--- config.mk ---
export PLATFORM = sky130hd
export DESIGN_NAME = s_ahb2wb
export DESIGN_NICKNAME = d
export VERILOG_FILES = /design/src/rtl/s_ahb2wb.sv
export SDC_FILE = /design/constraint.sdc
export NUM_CORES = 1
export LEC_CHECK = 0
export CAP_MARGIN = 20
export CORE_ASPECT_RATIO = 0.7
export CORE_MARGIN = 4
export CORE_UTILIZATION = 33
export CTS_BUF_LIST = sky130_fd_sc_hd__clkbuf_4 sky130_fd_sc_hd__clkbuf_8
export CTS_CLUSTER_DIAMETER = 60
export DETAILED_ROUTE_END_ITERATION = 10
export PLACE_DENSITY = 0.78
export SLEW_MARGIN = 10
export SYNTH_ARGS = -nofsm -noshare
export SYNTH_HDL_FRONTEND = slang
export SYNTH_SLANG_ARGS = --single-unit
--- constraint.sdc ---
create_clock -name HCLK -period 2.45 [get_ports HCLK]
set_input_delay 0.245 -clock HCLK [delete_from_list [all_inputs] [get_ports HCLK]]
set_output_delay 0.245 -clock HCLK [all_outputs]
set_load 0.005 [all_outputs]
--- src/rtl/s_ahb2wb.sv ---
// AHB-Lite slave to Wishbone classic master bridge: one Wishbone cycle per AHB
// transfer, AHB data phase stretched with HREADYOUT until ack/err or watchdog.
module s_ahb2wb #(
  parameter int ADDR_WIDTH = 32,
  parameter int TIMEOUT    = 255,
  parameter int TO_W       = 8
) (
  input  logic                  HCLK,
  input  logic                  HRESET,
  input  logic                  HSEL,
  input  logic [ADDR_WIDTH-1:0] HADDR,
  input  logic                  HWRITE,
  input  logic [2:0]            HSIZE,
  input  logic [1:0]            HTRANS,
  input  logic [31:0]           HWDATA,
  input  logic                  HREADY,
  output logic                  HREADYOUT,
  output logic [31:0]           HRDATA,
  output logic [1:0]            HRESP,
  output logic [ADDR_WIDTH-1:0] wb_adr_o,
  output logic [31:0]           wb_dat_o,
  output logic [3:0]            wb_sel_o,
  output logic                  wb_we_o,
  output logic                  wb_cyc_o,
  output logic                  wb_stb_o,
  output logic [2:0]            wb_cti_o,
  output logic [1:0]            wb_bte_o,
  input  logic [31:0]           wb_dat_i,
  input  logic                  wb_ack_i,
  input  logic                  wb_err_i
);

  typedef enum logic [2:0] {S_IDLE, S_WB, S_DONE, S_ERR1, S_ERR2} state_t;

  state_t                state_q, state_d;
  logic [ADDR_WIDTH-1:0] adr_q, adr_d;
  logic                  we_q, we_d;
  logic [3:0]            sel_q, sel_d;
  logic [31:0]           rdata_q, rdata_d;
  logic [TO_W-1:0]       wdog_q, wdog_d;

  logic       can_cap, capture, legal, timeout;
  logic [3:0] sel_dec;

  always_comb begin
    sel_dec = 4'b0000;
    legal   = 1'b0;
    case (HSIZE)
      3'd0: begin sel_dec = 4'b0001 << HADDR[1:0]; legal = 1'b1; end
      3'd1: begin sel_dec = HADDR[1] ? 4'b1100 : 4'b0011; legal = ~HADDR[0]; end
      3'd2: begin sel_dec = 4'b1111; legal = (HADDR[1:0] == 2'b00); end
      default: ;
    endcase
  end

  // A new address phase is only accepted once the previous data phase is finishing.
  assign can_cap = (state_q == S_IDLE) || (state_q == S_DONE) || (state_q == S_ERR2);
  assign capture = HSEL & HREADY & HTRANS[1] & can_cap;
  assign timeout = (TIMEOUT != 0) && (wdog_q == TO_W'(TIMEOUT));

  always_comb begin
    state_d = state_q;
    adr_d   = adr_q;
    we_d    = we_q;
    sel_d   = sel_q;
    rdata_d = rdata_q;
    wdog_d  = wdog_q;
    case (state_q)
      S_WB: begin
        wdog_d = wdog_q + 1'b1;
        if (wb_err_i) begin
          state_d = S_ERR1;
        end else if (wb_ack_i) begin
          state_d = S_DONE;
          if (!we_q) rdata_d = wb_dat_i;
        end else if (timeout) begin
          state_d = S_ERR1;
        end
      end
      S_ERR1:         state_d = S_ERR2;
      S_DONE, S_ERR2: state_d = S_IDLE;
      default: ;
    endcase
    if (capture) begin
      wdog_d  = '0;
      state_d = legal ? S_WB : S_ERR1;
      if (legal) begin
        adr_d = HADDR;
        we_d  = HWRITE;
        sel_d = sel_dec;
      end
    end
  end

  always_ff @(posedge HCLK or posedge HRESET) begin
    if (HRESET) begin
      state_q <= S_IDLE;
      adr_q   <= '0;
      we_q    <= 1'b0;
      sel_q   <= 4'b0000;
      rdata_q <= '0;
      wdog_q  <= '0;
    end else begin
      state_q <= state_d;
      adr_q   <= adr_d;
      we_q    <= we_d;
      sel_q   <= sel_d;
      rdata_q <= rdata_d;
      wdog_q  <= wdog_d;
    end
  end

  assign wb_cyc_o  = (state_q == S_WB);
  assign wb_stb_o  = (state_q == S_WB);
  assign wb_adr_o  = adr_q;
  assign wb_we_o   = we_q;
  assign wb_sel_o  = sel_q;
  assign wb_dat_o  = HWDATA;
  assign wb_cti_o  = 3'b000;
  assign wb_bte_o  = 2'b00;
  assign HREADYOUT = ~((state_q == S_WB) || (state_q == S_ERR1));
  assign HRESP     = {1'b0, (state_q == S_ERR1) || (state_q == S_ERR2)};
  assign HRDATA    = rdata_q;

endmodule
# Yosys cells after proc, flatten, opt, wreduce, memory -nomap -nowiden

Cells that the tools add are included.
W data, S select, Z words.

Register bits after elaboration: 80
Output and inout bits: 111
Word-level logic and storage cells: 47
Input port bits: 108

Reduce and logical (&&, ||, !) cells: 13
Shifts and indexed selects: 1
Add/sub/neg operators: 1
Muxes and demuxes: 11
Equal/unequal tests: 8
Bitwise operators: 7

Operator list:

| kind                  | count |
|---|---|
| $mux W8               | 2 |
| $mux W3               | 4 |
| $pmux W4 S3           | 1 |
| $eq A3 B2 Y1 const B  | 3 |
| $pmux W3 S3           | 1 |
| $add A8 B1 Y8 const B | 1 |
| $eq A8 B8 Y1 const B  | 1 |
| $eq A3 B1 Y1 const B  | 2 |
| $logic_not A3 Y1      | 2 |
| $ne A5 B1 Y1 const B  | 1 |
| $logic_or A1 B1 Y1    | 4 |
| $mux W4               | 1 |
| $not A1 Y1            | 4 |
| $reduce_and A2 Y1     | 2 |
| $reduce_and A4 Y1     | 1 |
| $reduce_bool A4 Y1    | 1 |
| $shl A1 B2 Y4 const A | 1 |
| $and A1 B1 Y1         | 3 |
| $eq A3 B3 Y1 const B  | 1 |
| $pmux W1 S3           | 1 |
| $logic_not A2 Y1      | 1 |
| $mux W2               | 1 |
| $reduce_bool A2 Y1    | 1 |
| $reduce_or A2 Y1      | 1 |

# Depth between registers and ports, before layout

Gate-level depths: netlist (run 1).

Word-level depth: 6
Depth in mapped cells: 7
Depth with buffers taken out: 4

# Least setup slack after synthesis (run 1)

Ideal clock, no wire load.

Kind: flip-flop to flip-flop
Start: reg state_q[2]
End: reg adr_q[0], in the netlist wb_adr_o[0]
Data required time: 2.325 ns
Path buffers: 3
Setup time: 0.125 ns
Data arrival time: 1.484 ns
Period minus slack after synthesis: 1.609 ns
Stages on the path, launching flop included: 7
Slack: 0.841 ns
Cell sequence: dfrtp_1 -> clkbuf_1 -> a21o_1 -> a211o_1 -> buf_6 -> buf_12 -> mux2_4

Cells in the longest elaborated chain, start to end: 5
Elaborated cells on any way between the ends: 7
Those cells by class: eq/ne: 2; bitwise: 1; reduce/logical: 4

Ends and longest elaborated chain:

| what                                                    | line | RTL |
|---|---|---|
| start: declaration                                      | 35   | `state_t state_q, state_d;` |
| start signal: assignment                                | 104  | `state_q <= state_d;` |
| $eq A3 B2 Y1 / $logic_not A3 Y1 (equally long branches) | 57   | `assign can_cap = (state_q == S_IDLE) \|\| (state_q == S_DONE) \|\| (state_q == S_ERR2);` |
| $logic_or A1 B1 Y1                                      | 57   |  |
| $logic_or A1 B1 Y1 *                                    | 57   |  |
| $and A1 B1 Y1 *                                         | 58   | `assign capture = HSEL & HREADY & HTRANS[1] & can_cap;` |
| $reduce_and A2 Y1 (no line) *                           | n/a  |  |
| end signal: assignment                                  | 105  | `adr_q <= adr_d;` |
| end: declaration                                        | 36   | `logic [ADDR_WIDTH-1:0] adr_q, adr_d;` |

Mark *: on every way between the ends. The rest lies on a longest branch, timed or not.
A chain may end at the register's enable or synchronous reset.

# Final worst setup path (run 1)

Start: reg state_q[2]
End: out wb_stb_o

Cells in the longest elaborated chain, start to end: 1

Ends and longest elaborated chain:

| what             | line | RTL |
|---|---|---|
| $eq A3 B1 Y1     | 114  | `assign wb_stb_o = (state_q == S_WB);` |
| end: declaration | 25   | `output logic wb_stb_o,` |

Every way passes these cells.

==> results of run 1 <==
## cells in the final DEF (no fill, tap or decap), drive strengths merged, types with 2 or more instances in the layout
cell	count
clkdlybuf4s50	147
dfrtp	80
mux2	65
o21ai	11
nand2	10
clkbuf	10
nor2	9
conb	6
a21oi	5
xor2	5
buf	5
nand4	4
inv	4
and3	3
nand2b	3
clkinv	3
a21o	2
nand3	2
bufinv	2
## stage by stage
step                      power [uW]  setup WS (ns)  std cells
after floorplan                 2980          0.153        273
after global placement          4170          0.345        523
after detailed placement        4250          0.296        523
after CTS                       5320          0.360        537
after global routing            5550          0.243        537
final                           5220          0.396        537
## worst max-delay path, delay by kind of cell, from the launching register on
| family | cells | cell delay (ns) |
|---|---|---|
| AND/OR/NAND/NOR | 1 | 0.25 |
| buffers and inverters | 2 | 0.74 |
| flip-flops | 1 | 0.47 |
## logic make-up (layout without fill, tap and decap cells)
family          Yosys count  in the layout  synth area share [%]
buf+inv                  55            171                  11.5
flops                    80             80                  54.6
other cells               1              6                 0.102
simple gates             37             37                  5.25
xor+xnor                  6              6                  1.43
mux                      66             66                  23.4
compound gates           22             22                  3.44
fa+ha+maj                 1              1                 0.341
## final cells by class
type | count | area share (%)
clock buffers | 10 | 2.64
clock inverters | 4 | 1.34
inverters | 5 | 0.384
multi-input cells | 138 | 24.3
flip-flops and latches | 80 | 38.4
well taps | 148 | 3.55
repair buffers | 152 | 29.4
## state kept, by name, indices dropped and copies added, names as in the netlist
register  flops
HRDATA       32
wb_adr_o     32
state_q       3
wdog_q        8
wb_we_o       1
wb_sel_o      4
## path summary, 6_finish.rpt
| path | start | to | slack [ns] | cells after the start |
|---|---|---|---|---|
| min | HRESET | HRDATA[27]$_DFFE_PP0P_ | 0.33 | 2 |
| max in group asynchronous | HRESET | wb_adr_o[12]$_DFFE_PP0P_ | 1.45 | 3 |
| min reg2reg | wb_sel_o[2]$_DFFE_PP0P_ | wb_sel_o[2]$_DFFE_PP0P_ | 0.49 | 2 |
| min in group HCLK | HWDATA[1] | wb_dat_o[1] | 0.49 | 0 |
| max reg2reg | state_q[0]$_DFFE_PP0P_ | wb_adr_o[26]$_DFFE_PP0P_ | 0.69 | 4 |
| max | state_q[2]$_DFFE_PP0P_ | wb_stb_o | 0.40 | 3 |
## metal layers
| metal | vias up | global-route usage, % | wire (um) |
|---|---|---|---|
| met3 | 9 | 5.59 | 673 |
| met2 | 104 | 20.2 | 3840 |
| met1 | 1141 | 15.4 | 3540 |
| met5 | - | 0 | 0 |
| li1 | 1103 | - | - |
| met4 | 0 | 3.39 | 68 |
## report_power, final
part | internal [uW] | switching, uW
registers | 1850 | 319
logic | 1470 | 553
clock network | 587 | 443
==> metrics.sh, run 1 <==
STATUS='complete, no violations'
WORST_PIN_SLEW_NS=0.748
GLOBAL_ROUTE.OVERFLOW_TOTAL=0
CRITICAL_PATH_MAXIMUM_FANOUT=11
MAXSLEWHEADROOM_PCT=50.1
LEAKAGE_uW=0.00237
FINAL_CELL_AREA_UM2=5220
ANT_NETS=0
ROOT_BUFFER='sky130_fd_sc_hd__clkbuf_8'
DRIVE_GT1_SHARE_PCT=22.6
TOTAL_GRT_USAGE_PCT=12.5
FINISH.UTILIZATION_PCT=49.2
GRT_FIRST_PASS_WIRELENGTH_UM=12700
WIRELENGTH_UM=8130
YOSYSWARNINGS=0
FINAL-MAX-SLEW-VIOLATION-COUNT=0
CLKLATENCYLATEPIN_NS=0.35
DRT-INITIAL-DRC-COUNT=60
START_KIND='flip-flop'
CORE_AREA_UM2=10600
CPPEAKSTAGEDELAY_NS=0.52
CTS_TREE='yes'
SYNTH-EDFF-COUNT=0
POST-CTS-SETUP-BUFFER-COUNT=0
FINAL.HOLD.WORST_SLACK_NS=0.332
FP.DIEH_UM=96.2
WORSTHOLDPATHTYPE='input port to async pin'
PORT_BUF_INSERTS=147
CLOCK_SINKS=80
POWER-PER-CELL-AREA_nW_PER_UM2=1000
FIN_WORST_SKEW_NS=0.00569
YOSYS_REGISTER_BITS=80
DESIGN.PORTCOUNT=219
GRT_MAX_DEGREE=43
CTS.CLK_SLEW.WORST_PATHS_NS=0.07
WORST_SETUP_PATH_END_KIND='output pin'
SYNTH_FF_TYPE='sky130_fd_sc_hd__dfrtp_1'
FIRSTDRTPASSITERS=4
TNS_NS=0
SYNTH_SEQUENTIAL_AREA_RATIO_PCT=54.6
FINALWEIGHTEDCONGESTION=0.786
SYNTH_AREA_PER_CELL_UM2=13.7
YOSYS-TOP-CELLS-AREA='sky130_fd_sc_hd__dfrtp_1 (55%), sky130_fd_sc_hd__mux2_4 (13%), sky130_fd_sc_hd__mux2_2 (10%), sky130_fd_sc_hd__buf_4 (8.0%), sky130_fd_sc_hd__buf_12 (1.6%)'
PLACE_HPWL_UM=6110
TIMING.FMAX_MHz=487
POST_DRT_WL_PER_CELL_UM=15.1
SETUP.WORST_PATH.CLASS='flip-flop to output pin'
FLOORPLAN.DIE_AREA_UM2=12900
LAYOUT_MIN_CYCLE_TIME_NS=2.05
YOSYSUNIQUECELLTYPES=33
INITIAL_ANTENNA_VIOLATION_COUNT=0
VIAS_IN_THE_FIRST_GLOBAL_ROUTE=2527
NFILLCELLS=923
ROUTE.VIAS.TOTAL=2357
YOSYSTOPAREACELL='sky130_fd_sc_hd__dfrtp_1'
FINALSETUPVIOLCOUNT=0
DRCVIOLATIONCOUNT=0
CP.ARRIVAL_NS=1.81
POSTCTSRESIZEDCELLS=0
H-TREE-DEPTH=3
MAXCAPVIOLATIONS=0
CRIT_REQUIRED_NS=2.20
SYN2LAYOUT_AREA_GROWTH_PCT=42.1
MAXIMUM_RESISTIVE_DROP_ON_VDD_uV=386
VIA_PER_INST=4.39
LAYOUT.AREA.SEQ_UM2=2000
NETS=495
DETAILED_PLACE.AREA_UM2=5010
FINAL.PERIOD_UTILIZATION_PCT=83.9
CRITPATHSLOWESTCELL='sky130_fd_sc_hd__clkdlybuf4s50_1'
SYNTH_TOP_CELLS_BY_COUNT='sky130_fd_sc_hd__dfrtp_1 (80), sky130_fd_sc_hd__buf_4 (39), sky130_fd_sc_hd__mux2_2 (34)'
WORST_CASE_CLOCK_BUFFER_DEPTH=2
YS_ASYNC_SR_FRACTION_PCT=100
FINALHOLDVIOLCOUNT=0
POSTCTSHOLDBUFS=0
SYNTH_CELLS=268
MULTIINPUTGATEAREA_UM2=1270
FLOORPLAN.DIE.WIDTH_UM=134
FLOORPLAN.INITIALDENSITY_PCT=34.7
YOSYS.CELL_COUNT.TOP_TYPE='sky130_fd_sc_hd__dfrtp_1'
GRT_SETUP_UNREPAIRED='false'
CRIT_PATH_CELL_TRACE='nor3b_2 -> buf_4 -> clkdlybuf4s50_1'
CTS_MADE_BUFFERS=9
SYNTH.CELL_AREA_UM2=3670
ANTENNADIODECOUNT=0
SYNTH_TOP_AREA_SHARE_PCT=54.6
PLACEMENT_ROWS=31
Power figures use the tool's default switching activity.
==> inputs of run 2 (changes only) <==
==> constraint.sdc (replaced) <==
create_clock -name HCLK -period 1.8 [get_ports HCLK]
set_input_delay 0.18 -clock HCLK [delete_from_list [all_inputs] [get_ports HCLK]]
set_output_delay 0.18 -clock HCLK [all_outputs]
set_load 0.005 [all_outputs]
==> run 2 against run 1 <==
  * Core utilization increased by 1.9 points
  * Global-route usage rose by 0.37 points
  * Cell count rose by 3.4%
  * Via count increased by 3.9%
  * Wire length up 3.5%
  * Power increased by 40%
  * Combinational power rose by 43%
  * Register-to-register slack got worse by 0.64 ns
  * Die area stayed put
  * Cell area grew 3.9%
  * Non-clock buffer count grew 16
  * Clock skew rose by 0.0013 ns
==> metrics.sh, run 2 (same netlist as run 1, synthesis figures left out) <==
ANT_NETS=0
VIAS_IN_THE_FIRST_GLOBAL_ROUTE=2584
CP.ARRIVAL_NS=1.99
SYN2LAYOUT_AREA_GROWTH_PCT=47.7
PLACE_WORST_SETUP_SLACK_NS=-0.200
WORSTHOLDPATHTYPE='input port to async pin'
START_KIND='flip-flop'
DETAILED_PLACE.AREA_UM2=5100
WORST_SETUP_PATH_END_KIND='flip-flop'
VIA_PER_INST=4.41
LAYOUT_MIN_CYCLE_TIME_NS=1.75
MAXIMUM_RESISTIVE_DROP_ON_VDD_uV=601
P_TOTAL_uW=7320
CTS_TREE='yes'
FLOORPLAN.DIE.WIDTH_UM=134
LEAKAGE_uW=0.00249
FINAL.HOLD.WORST_SLACK_NS=0.322
CRIT_PATH_CELL_TRACE='nand4b_1 -> a211o_4 -> clkbuf_16 -> mux2_4'
GRT_FIRST_PASS_WIRELENGTH_UM=13100
CRITICAL_PATH_MAXIMUM_FANOUT=8
POST_DRT_WL_PER_CELL_UM=15.1
NFILLCELLS=936
CTS_MADE_BUFFERS=9
PLACEMENT_ROWS=31
REG2REG_SLACK_NS=0.05
DESIGN.PORTCOUNT=219
DRT-INITIAL-DRC-COUNT=50
WORST_PIN_SLEW_NS=0.527
FIN_WORST_SKEW_NS=0.00694
FINAL_CELL_AREA_UM2=5420
CRIT-REG2REG-LAUNCH='state_q[0]$_DFFE_PP0P_'
CPPEAKSTAGEDELAY_NS=0.42
SETUP.WORST_PATH.CLASS='flip-flop to flip-flop'
H-TREE-DEPTH=3
GRT_SETUP_UNREPAIRED='false'
WIRELENGTH_UM=8410
MAXCAPVIOLATIONS=0
TOTAL_GRT_USAGE_PCT=12.9
NETS=511
GLOBAL_ROUTE.OVERFLOW_TOTAL=0
CRITPATHSLOWESTCELL='sky130_fd_sc_hd__dfrtp_1'
FINAL-MAX-SLEW-VIOLATION-COUNT=0
FLOORPLAN.DIE_AREA_UM2=12900
FIRSTDRTPASSITERS=4
MOST-COMMON-LAYOUT-CELLS='sky130_fd_sc_hd__clkdlybuf4s50_1 (144), sky130_fd_sc_hd__dfrtp_1 (79), sky130_fd_sc_hd__mux2_2 (34), sky130_fd_sc_hd__mux2_4 (31), sky130_fd_sc_hd__buf_4 (15)'
CTS.CLK_SLEW.WORST_PATHS_NS=0.08
POST_LAYOUT_NONFILLER_INSTANCES=555
CORE_AREA_UM2=10600
WORSTREGTOREGCELLS=4
POWER-PER-CELL-AREA_nW_PER_UM2=1350
MAXSLEWHEADROOM_PCT=64.9
CLKLATENCYLATEPIN_NS=0.35
FINALSETUPVIOLCOUNT=0
DRIVE_GT1_SHARE_PCT=26.3
INITIAL_ANTENNA_VIOLATION_COUNT=0
CLOCK_SINKS=80
NUMBER_OF_CELLS_IN_THE_DESIGN_AFTER_PLACEMENT=534
ROUTE.VIAS.TOTAL=2448
TIMING.FMAX_MHz=571
RR_ENDPOINT='wb_adr_o[16]$_DFFE_PP0P_'
STATUS='complete, no violations'
GRT_MAX_DEGREE=43
FINALHOLDVIOLCOUNT=0
FLOORPLAN.INITIALDENSITY_PCT=34.7
PLACE_HPWL_UM=6430
SETUP_WS_NS=0.0493
WORST_CASE_CLOCK_BUFFER_DEPTH=2
DRCVIOLATIONCOUNT=0
PORT_BUF_INSERTS=147
LAYOUT_COMMONEST_CELL='sky130_fd_sc_hd__clkdlybuf4s50_1'
ROOT_BUFFER='sky130_fd_sc_hd__clkbuf_8'
FP.DIEH_UM=96.2
POSTCTSHOLDBUFS=0
FINAL.PERIOD_UTILIZATION_PCT=97.3
CRIT_REQUIRED_NS=2.04
FINALWEIGHTEDCONGESTION=0.743
ANTENNADIODECOUNT=0
run 2: cell count changes in the layout (fill, tap and decap cells not counted), sizes merged:
cell,delta
buf,+14
dlygate4sd2,+3
inv,+3
clkbuf,+1
clkinvlp,+1
clkinv,-1
clkdlybuf4s50,-3
run 2: metal layers:
| layer | GRT usage, % | part of all wire (%) | vias up |
|---|---|---|---|
| li1 | - | - | 1140 |
| met1 | 16.0 | 44 | 1193 |
| met4 | 3.81 | 0.94 | 0 |
| met3 | 5.59 | 8.2 | 11 |
| met2 | 20.7 | 47 | 104 |
| met5 | 0 | 0 | - |
run 2: how the worst max path moves through the flow:
stage / start / endpoint / slack (ns)
after floorplan: state_q[2]$_DFFE_PP0P_ / wb_adr_o[0]$_DFFE_PP0P_ / 0.19
after global placement: HSIZE[0] / wb_adr_o[11]$_DFFE_PP0P_ / -0.18
after detailed placement: HSIZE[0] / wb_adr_o[10]$_DFFE_PP0P_ / -0.20
after CTS: state_q[0]$_DFFE_PP0P_ / wb_adr_o[4]$_DFFE_PP0P_ / 0.003
after global routing: state_q[0]$_DFFE_PP0P_ / wb_cyc_o / 0.004
final: state_q[0]$_DFFE_PP0P_ / wb_adr_o[16]$_DFFE_PP0P_ / 0.05
run 2: where the power goes:
group / total (uW) / leakage [uW] / switching (uW) / internal (uW)
sequential: 2940 / 0.00100 / 429 / 2510
clock: 1490 / 0.000116 / 689 / 800
combinational: 2880 / 0.00137 / 812 / 2070
run 2: metrics by stage:
stage                     util [%]  setup TNS, ns
after CTS                     50.8              0
after floorplan                  -              0
after global placement        48.2          -5.83
after global routing          51.2              0
final                         51.2              0
after detailed placement      48.2          -6.33
run 2: critical path: cells and delay by family (launching register included):
kind                   cells  cell delay [ns]
multiplexers               1             0.29
AO/OA/AOI/OAI              1             0.41
AND/OR/NAND/NOR            1             0.32
buffers and inverters      1             0.19
flip-flops                 1             0.42
run 2: repair_timing:
item	4_1_cts	5_1_grt
setup buffers	4	0
pin swaps	1	0
resized for setup	8	0
endpoints found under the setup margin	3	27
gates cloned	0	2
run 2: area by class of cell:
| cell class | instances | area, um^2 | share of cell area, % |
|---|---|---|---|
| sequential | 80 | 2000 | 37.0 |
| timing repair buffer | 168 | 1700 | 31.4 |
| multi-input combinational | 138 | 1280 | 23.6 |
| tap | 148 | 185 | 3.42 |
| clock buffer | 9 | 124 | 2.29 |
| clock inverter | 7 | 103 | 1.89 |
| inverter | 5 | 22.5 | 0.416 |
==> edit 1: new RTL, config.mk and constraints of run 1 <==
Set the parameter `ADDR_WIDTH` to 16 (it was 32).
--- a/src/rtl/s_ahb2wb.sv
+++ b/src/rtl/s_ahb2wb.sv
@@ -2,5 +2,5 @@
 // transfer, AHB data phase stretched with HREADYOUT until ack/err or watchdog.
 module s_ahb2wb #(
-  parameter int ADDR_WIDTH = 32,
+  parameter int ADDR_WIDTH = 16,
   parameter int TIMEOUT    = 255,
   parameter int TO_W       = 8
Interface: changed (resized HADDR and wb_adr_o); port bits go from 219 to 187. No check against the original RTL was run, so the function may have changed too.
==> edit 1 against run 1 <==
- die area fell by 19%
- register-to-register slack got worse by 0.10 ns
- area after synthesis fell by 20%
- routed wire length fell by 22%
- sequential cell count fell by 16
- count of clock-buffer cells in the layout rose by 2
- setup slack got worse by 0.079 ns
- cell area fell by 21%
- power fell by 23%
- critical path depth fell by 1
- utilization fell by 0.96 points
- critical endpoint is now wb_cyc_o
- largest cell class unchanged
- largest power group unchanged
==> edit 1: results (changes against run 1) <==
- Status: completed (unchanged)
- HPWL Detailed: 4760 microns (was 6110 microns)
- Unique masters post-synth: 31 (was 33)
- Placed cell areas: 3950 sq um (was 5010 sq um)
- Fin cells: 443 (was 537)
- First-pass GRT wire length: 10,100 microns (was 12,700 microns)
- Worst clock skew: 0.00520 ns (was 0.00569 ns)
- GR Util All Layers: 12.5% (about the same)
- Final nets: 412 (was 495)
- Clock latency on the worst-skew pair: 0.33 ns (was 0.35 ns)
- XOR/XNOR share of the synthesized area: 2.10% (was 1.43%)
- Post-synthesis adder-cell area fraction: 0.429% (was 0.341%)
- Post-synthesis compound-gate area fraction: 2.57% (was 3.44%)
- Leak: 1.79 nW (was 2.37 nW)
- Post-DR wirelength/cell: 14.3 microns (was 15.1 microns)
- Synthesized cell area: 2920 sq um (was 3670 sq um)
- Placed cells: 428 (was 523)
- Dpl ws: 0.468 ns (was 0.296 ns)
- Syn Area/Cell: 12.9 sq um (was 13.7 sq um)
- Worst Path Arrival: 1.89 ns (was 1.81 ns)
- Power, Total: 3.99 mW (was 5.22 mW)
- Net Sw Frac: 26.1% (was 25.2%)
- Most frequent cells after synthesis: dfrtp_1, mux2_2, buf_4, nor2_1 (was dfrtp_1, buf_4, mux2_2, mux2_4, o21ai_0)
- Largest net degree at the start of global routing: 39 (was 43)
- CP max FO: 7 (was 11)
-- edit 1: area by class of cell --
class	count	area [sq um]
fill	808	4420
sequential	64	1600
timing repair buffer	122	1200
multi-input combinational	117	977
clock buffer	12	159
tap	120	150
inverter	5	18.8
clock inverter	3	17.5
-- edit 1: layer usage --
| layer | track usage, % | vias to the layer above | part of all wire, % |
|---|---|---|---|
| met5 | 0 | - | 0 |
| li1 | - | 913 | - |
| met3 | 7.37 | 19 | 10 |
| met2 | 19.8 | 83 | 47 |
| met4 | 4.84 | 0 | 2.1 |
| met1 | 14.0 | 953 | 41 |
-- edit 1: cells by family after synthesis --
kind of cell | count (synthesis)
XOR/XNOR | 7
flip-flops | 64
buffers and inverters | 51
AO/OA/AOI/OAI | 13
multiplexers | 54
adder cells (fa/ha/maj) | 1
AND/OR/NAND/NOR | 36
other | 1
-- edit 1: critical path, delay by kind of cell, from the launching register on --
family,cells,cell delay (ns)
AND/OR/NAND/NOR,1,0.48
buffers and inverters,1,0.63
flip-flops,1,0.45
-- edit 1: final timing paths --
path | start | endpoint | slack (ns) | depth (start not counted)
min in group HCLK | HWDATA[21] | wb_dat_o[21] | 0.49 | 0
worst max register to register | state_q[1]$_DFFE_PP0P_ | HRDATA[5]$_DFFE_PP0P_ | 0.59 | 4
max in group asynchronous | HRESET | wdog_q[1]$_DFFE_PP0P_ | 1.73 | 3
worst min-delay path | HRESET | HRDATA[2]$_DFFE_PP0P_ | 0.32 | 3
worst min register to register | wb_adr_o[0]$_DFFE_PP0P_ | wb_adr_o[0]$_DFFE_PP0P_ | 0.50 | 1
worst max-delay path | state_q[1]$_DFFE_PP0P_ | wb_cyc_o | 0.32 | 2
==> edit 2: new RTL, settings of run 1 <==
Without the edit above. Make the reset (`HRESET`) synchronous in one clocked block.
--- a/src/rtl/s_ahb2wb.sv
+++ b/src/rtl/s_ahb2wb.sv
@@ -93,5 +93,5 @@
   end
 
-  always_ff @(posedge HCLK or posedge HRESET) begin
+  always_ff @(posedge HCLK) begin
     if (HRESET) begin
       state_q <= S_IDLE;
Function: differs if HRESET is asserted again (counterexample within 4 cycles, from zero or initial values and one cycle with HRESET high); with HRESET held inactive, the same outputs for 10 cycles.
==> edit 2 against run 1 <==
- via count up 41%
- setup slack worse by 0.16 ns
- cell area fell by 5.3%
- critical path type unchanged
- cell count is 24% higher
- area after synthesis fell by 5.0%
- highest routed layer unchanged
- routed wire length increased by 21%
- non-clock buffer count increased by 3
- hold slack got worse by 0.033 ns
- utilization decreased by 1.4 points
- sequential cell count is the same
- die area down 4.7%
Power is not compared: it rests on default switching activity, and its combinational part moved more than twofold at a synthesized area within 25%.
==> edit 2: results (changes against run 1) <==
- Sw power: between 0.8 and 0.9 mW
- Worst VDD drop: ~0.45 mV
- Share of layout cells above drive strength 1: 5.60% (was 22.6%)
- Dpl ws: 0.260 ns (was 0.296 ns)
- Worst Path Arrival: 1.97 ns (was 1.81 ns)
- Filler Cell Count: 1,000 (was 923)
- Status: completed (unchanged)
- Drt pass-1 iters: 6 (was 4)
- Most frequent cells after synthesis: dfxtp_1, a21oi_1, nand2_1, buf_4, o21ai_0 (was dfrtp_1, buf_4, mux2_2, mux2_4, o21ai_0)
- Synth area leaders: dfxtp_1, a21oi_1, buf_4 (was dfrtp_1, mux2_4, mux2_2)
- ANT nets after route: 0 (unchanged)
- Final nets: 641 (was 495)
- First-pass GRT wire length: 15,800 microns (was 12,700 microns)
- Fin crit period: 2.21 ns (was 2.05 ns)
- Leak: between 1.5 and 2 nW
- Clock latency on the worst-skew pair: 0.35 ns (about the same)
- Tightest Hold Check Type: input pin to flop (was input pin to async pin)
- Part of the Yosys area used for sequential elements: 46.0% (was 54.6%)
- Worst clock skew: 0.0105 ns (was 0.00569 ns)
- Unique masters post-synth: 42 (was 33)
- Placer Congestion: 0.739 (was 0.786)
- Async set-reset flop share out of synthesis: 0% (was 100%)
- Ant. Diodes: 0 (unchanged)
- Post-DR wirelength/cell: 14.8 microns (was 15.1 microns)
- HPWL Detailed: 7150 microns (was 6110 microns)
- First DRT Iteration DRCs: 135 (was 60)
- Largest net degree at the start of global routing: 39 (was 43)
- Reg2reg setup slack: 0.61 ns (was 0.69 ns)
- GR Util All Layers: 16.2% (was 12.5%)
- H-Tree Depth: 3 (unchanged)
- Worst hold slack: 0.299 ns (was 0.332 ns)
- Synth warn: 0 (unchanged)
- DR vias: 3,318 (was 2,357)
-- edit 2: final cells by class --
| class | count | area (sq um) | area share, % |
|---|---|---|---|
| Inverter | 4 | 16.3 | 0.329 |
| Sequential cell | 80 | 1600 | 32.4 |
| Multi-Input combinational cell | 282 | 1440 | 29.2 |
| Clock buffer | 12 | 159 | 3.22 |
| Timing Repair Buffer | 155 | 1540 | 31.1 |
| Clock inverter | 3 | 17.5 | 0.355 |
| Tap cell | 132 | 165 | 3.34 |
-- edit 2: path summary, 6_finish.rpt --
path,startpoint,end,depth (start not counted)
max reg2reg,state_q[0]$_SDFFE_PP0P_,HRDATA[3]$_SDFFE_PP0P_,6
min,HRESET,HRDATA[17]$_SDFFE_PP0P_,2
max,state_q[0]$_SDFFE_PP0P_,wb_stb_o,3
min reg2reg,HRDATA[7]$_SDFFE_PP0P_,HRDATA[7]$_SDFFE_PP0P_,2
-- edit 2: layer usage --
metal,up-vias,GRT usage [%],share of wire (%)
li1,1632,-,-
met1,1570,19.3,42
met2,100,26.8,50
met3,16,6.36,6.6
met4,0,4.88,1.3
met5,-,0,0
-- edit 2: power by group through the flow --
stage | clock [mW] | combinational, mW | sequential, mW
2_1_floorplan | 0 | 0.441 | 1.46
3_3_place_gp | 0 | 0.690 | 1.48
3_5_place_dp | 0 | 0.703 | 1.48
4_1_cts | 0.925 | 0.707 | 1.45
5_1_grt | 0.989 | 0.777 | 1.47
6_report | 0.891 | 0.700 | 1.46
-- edit 2: per-stage QoR --
| step | util (%) | instance area (sq um) | cells |
|---|---|---|---|
| after global placement | 46.2 | 4760 | 653 |
| after CTS | 47.9 | 4940 | 668 |
| after floorplan | - | 3500 | 439 |
| after detailed placement | 46.2 | 4760 | 653 |
| after global routing | 47.9 | 4940 | 668 |
| final | 47.9 | 4940 | 668 |
-- edit 2: cell families after synthesis --
| family | count (synthesis) | synth area share (%) |
|---|---|---|
| xor gates and xnor gates | 7 | 1.76 |
| other | 1 | 0.108 |
| buffers and inverters | 77 | 13.6 |
| adders and majority gates | 1 | 0.359 |
| DFF | 80 | 46.0 |
| AOI/OAI and AO/OA | 130 | 20.0 |
| and+or+nand+nor | 138 | 18.2 |
-- edit 2: critical path, stage by stage, from the launching register on --
cell,delay [ns]
dfxtp_2,0.45
or3b_1,0.46
clkinv_2,0.17
clkdlybuf4s50_1,0.55
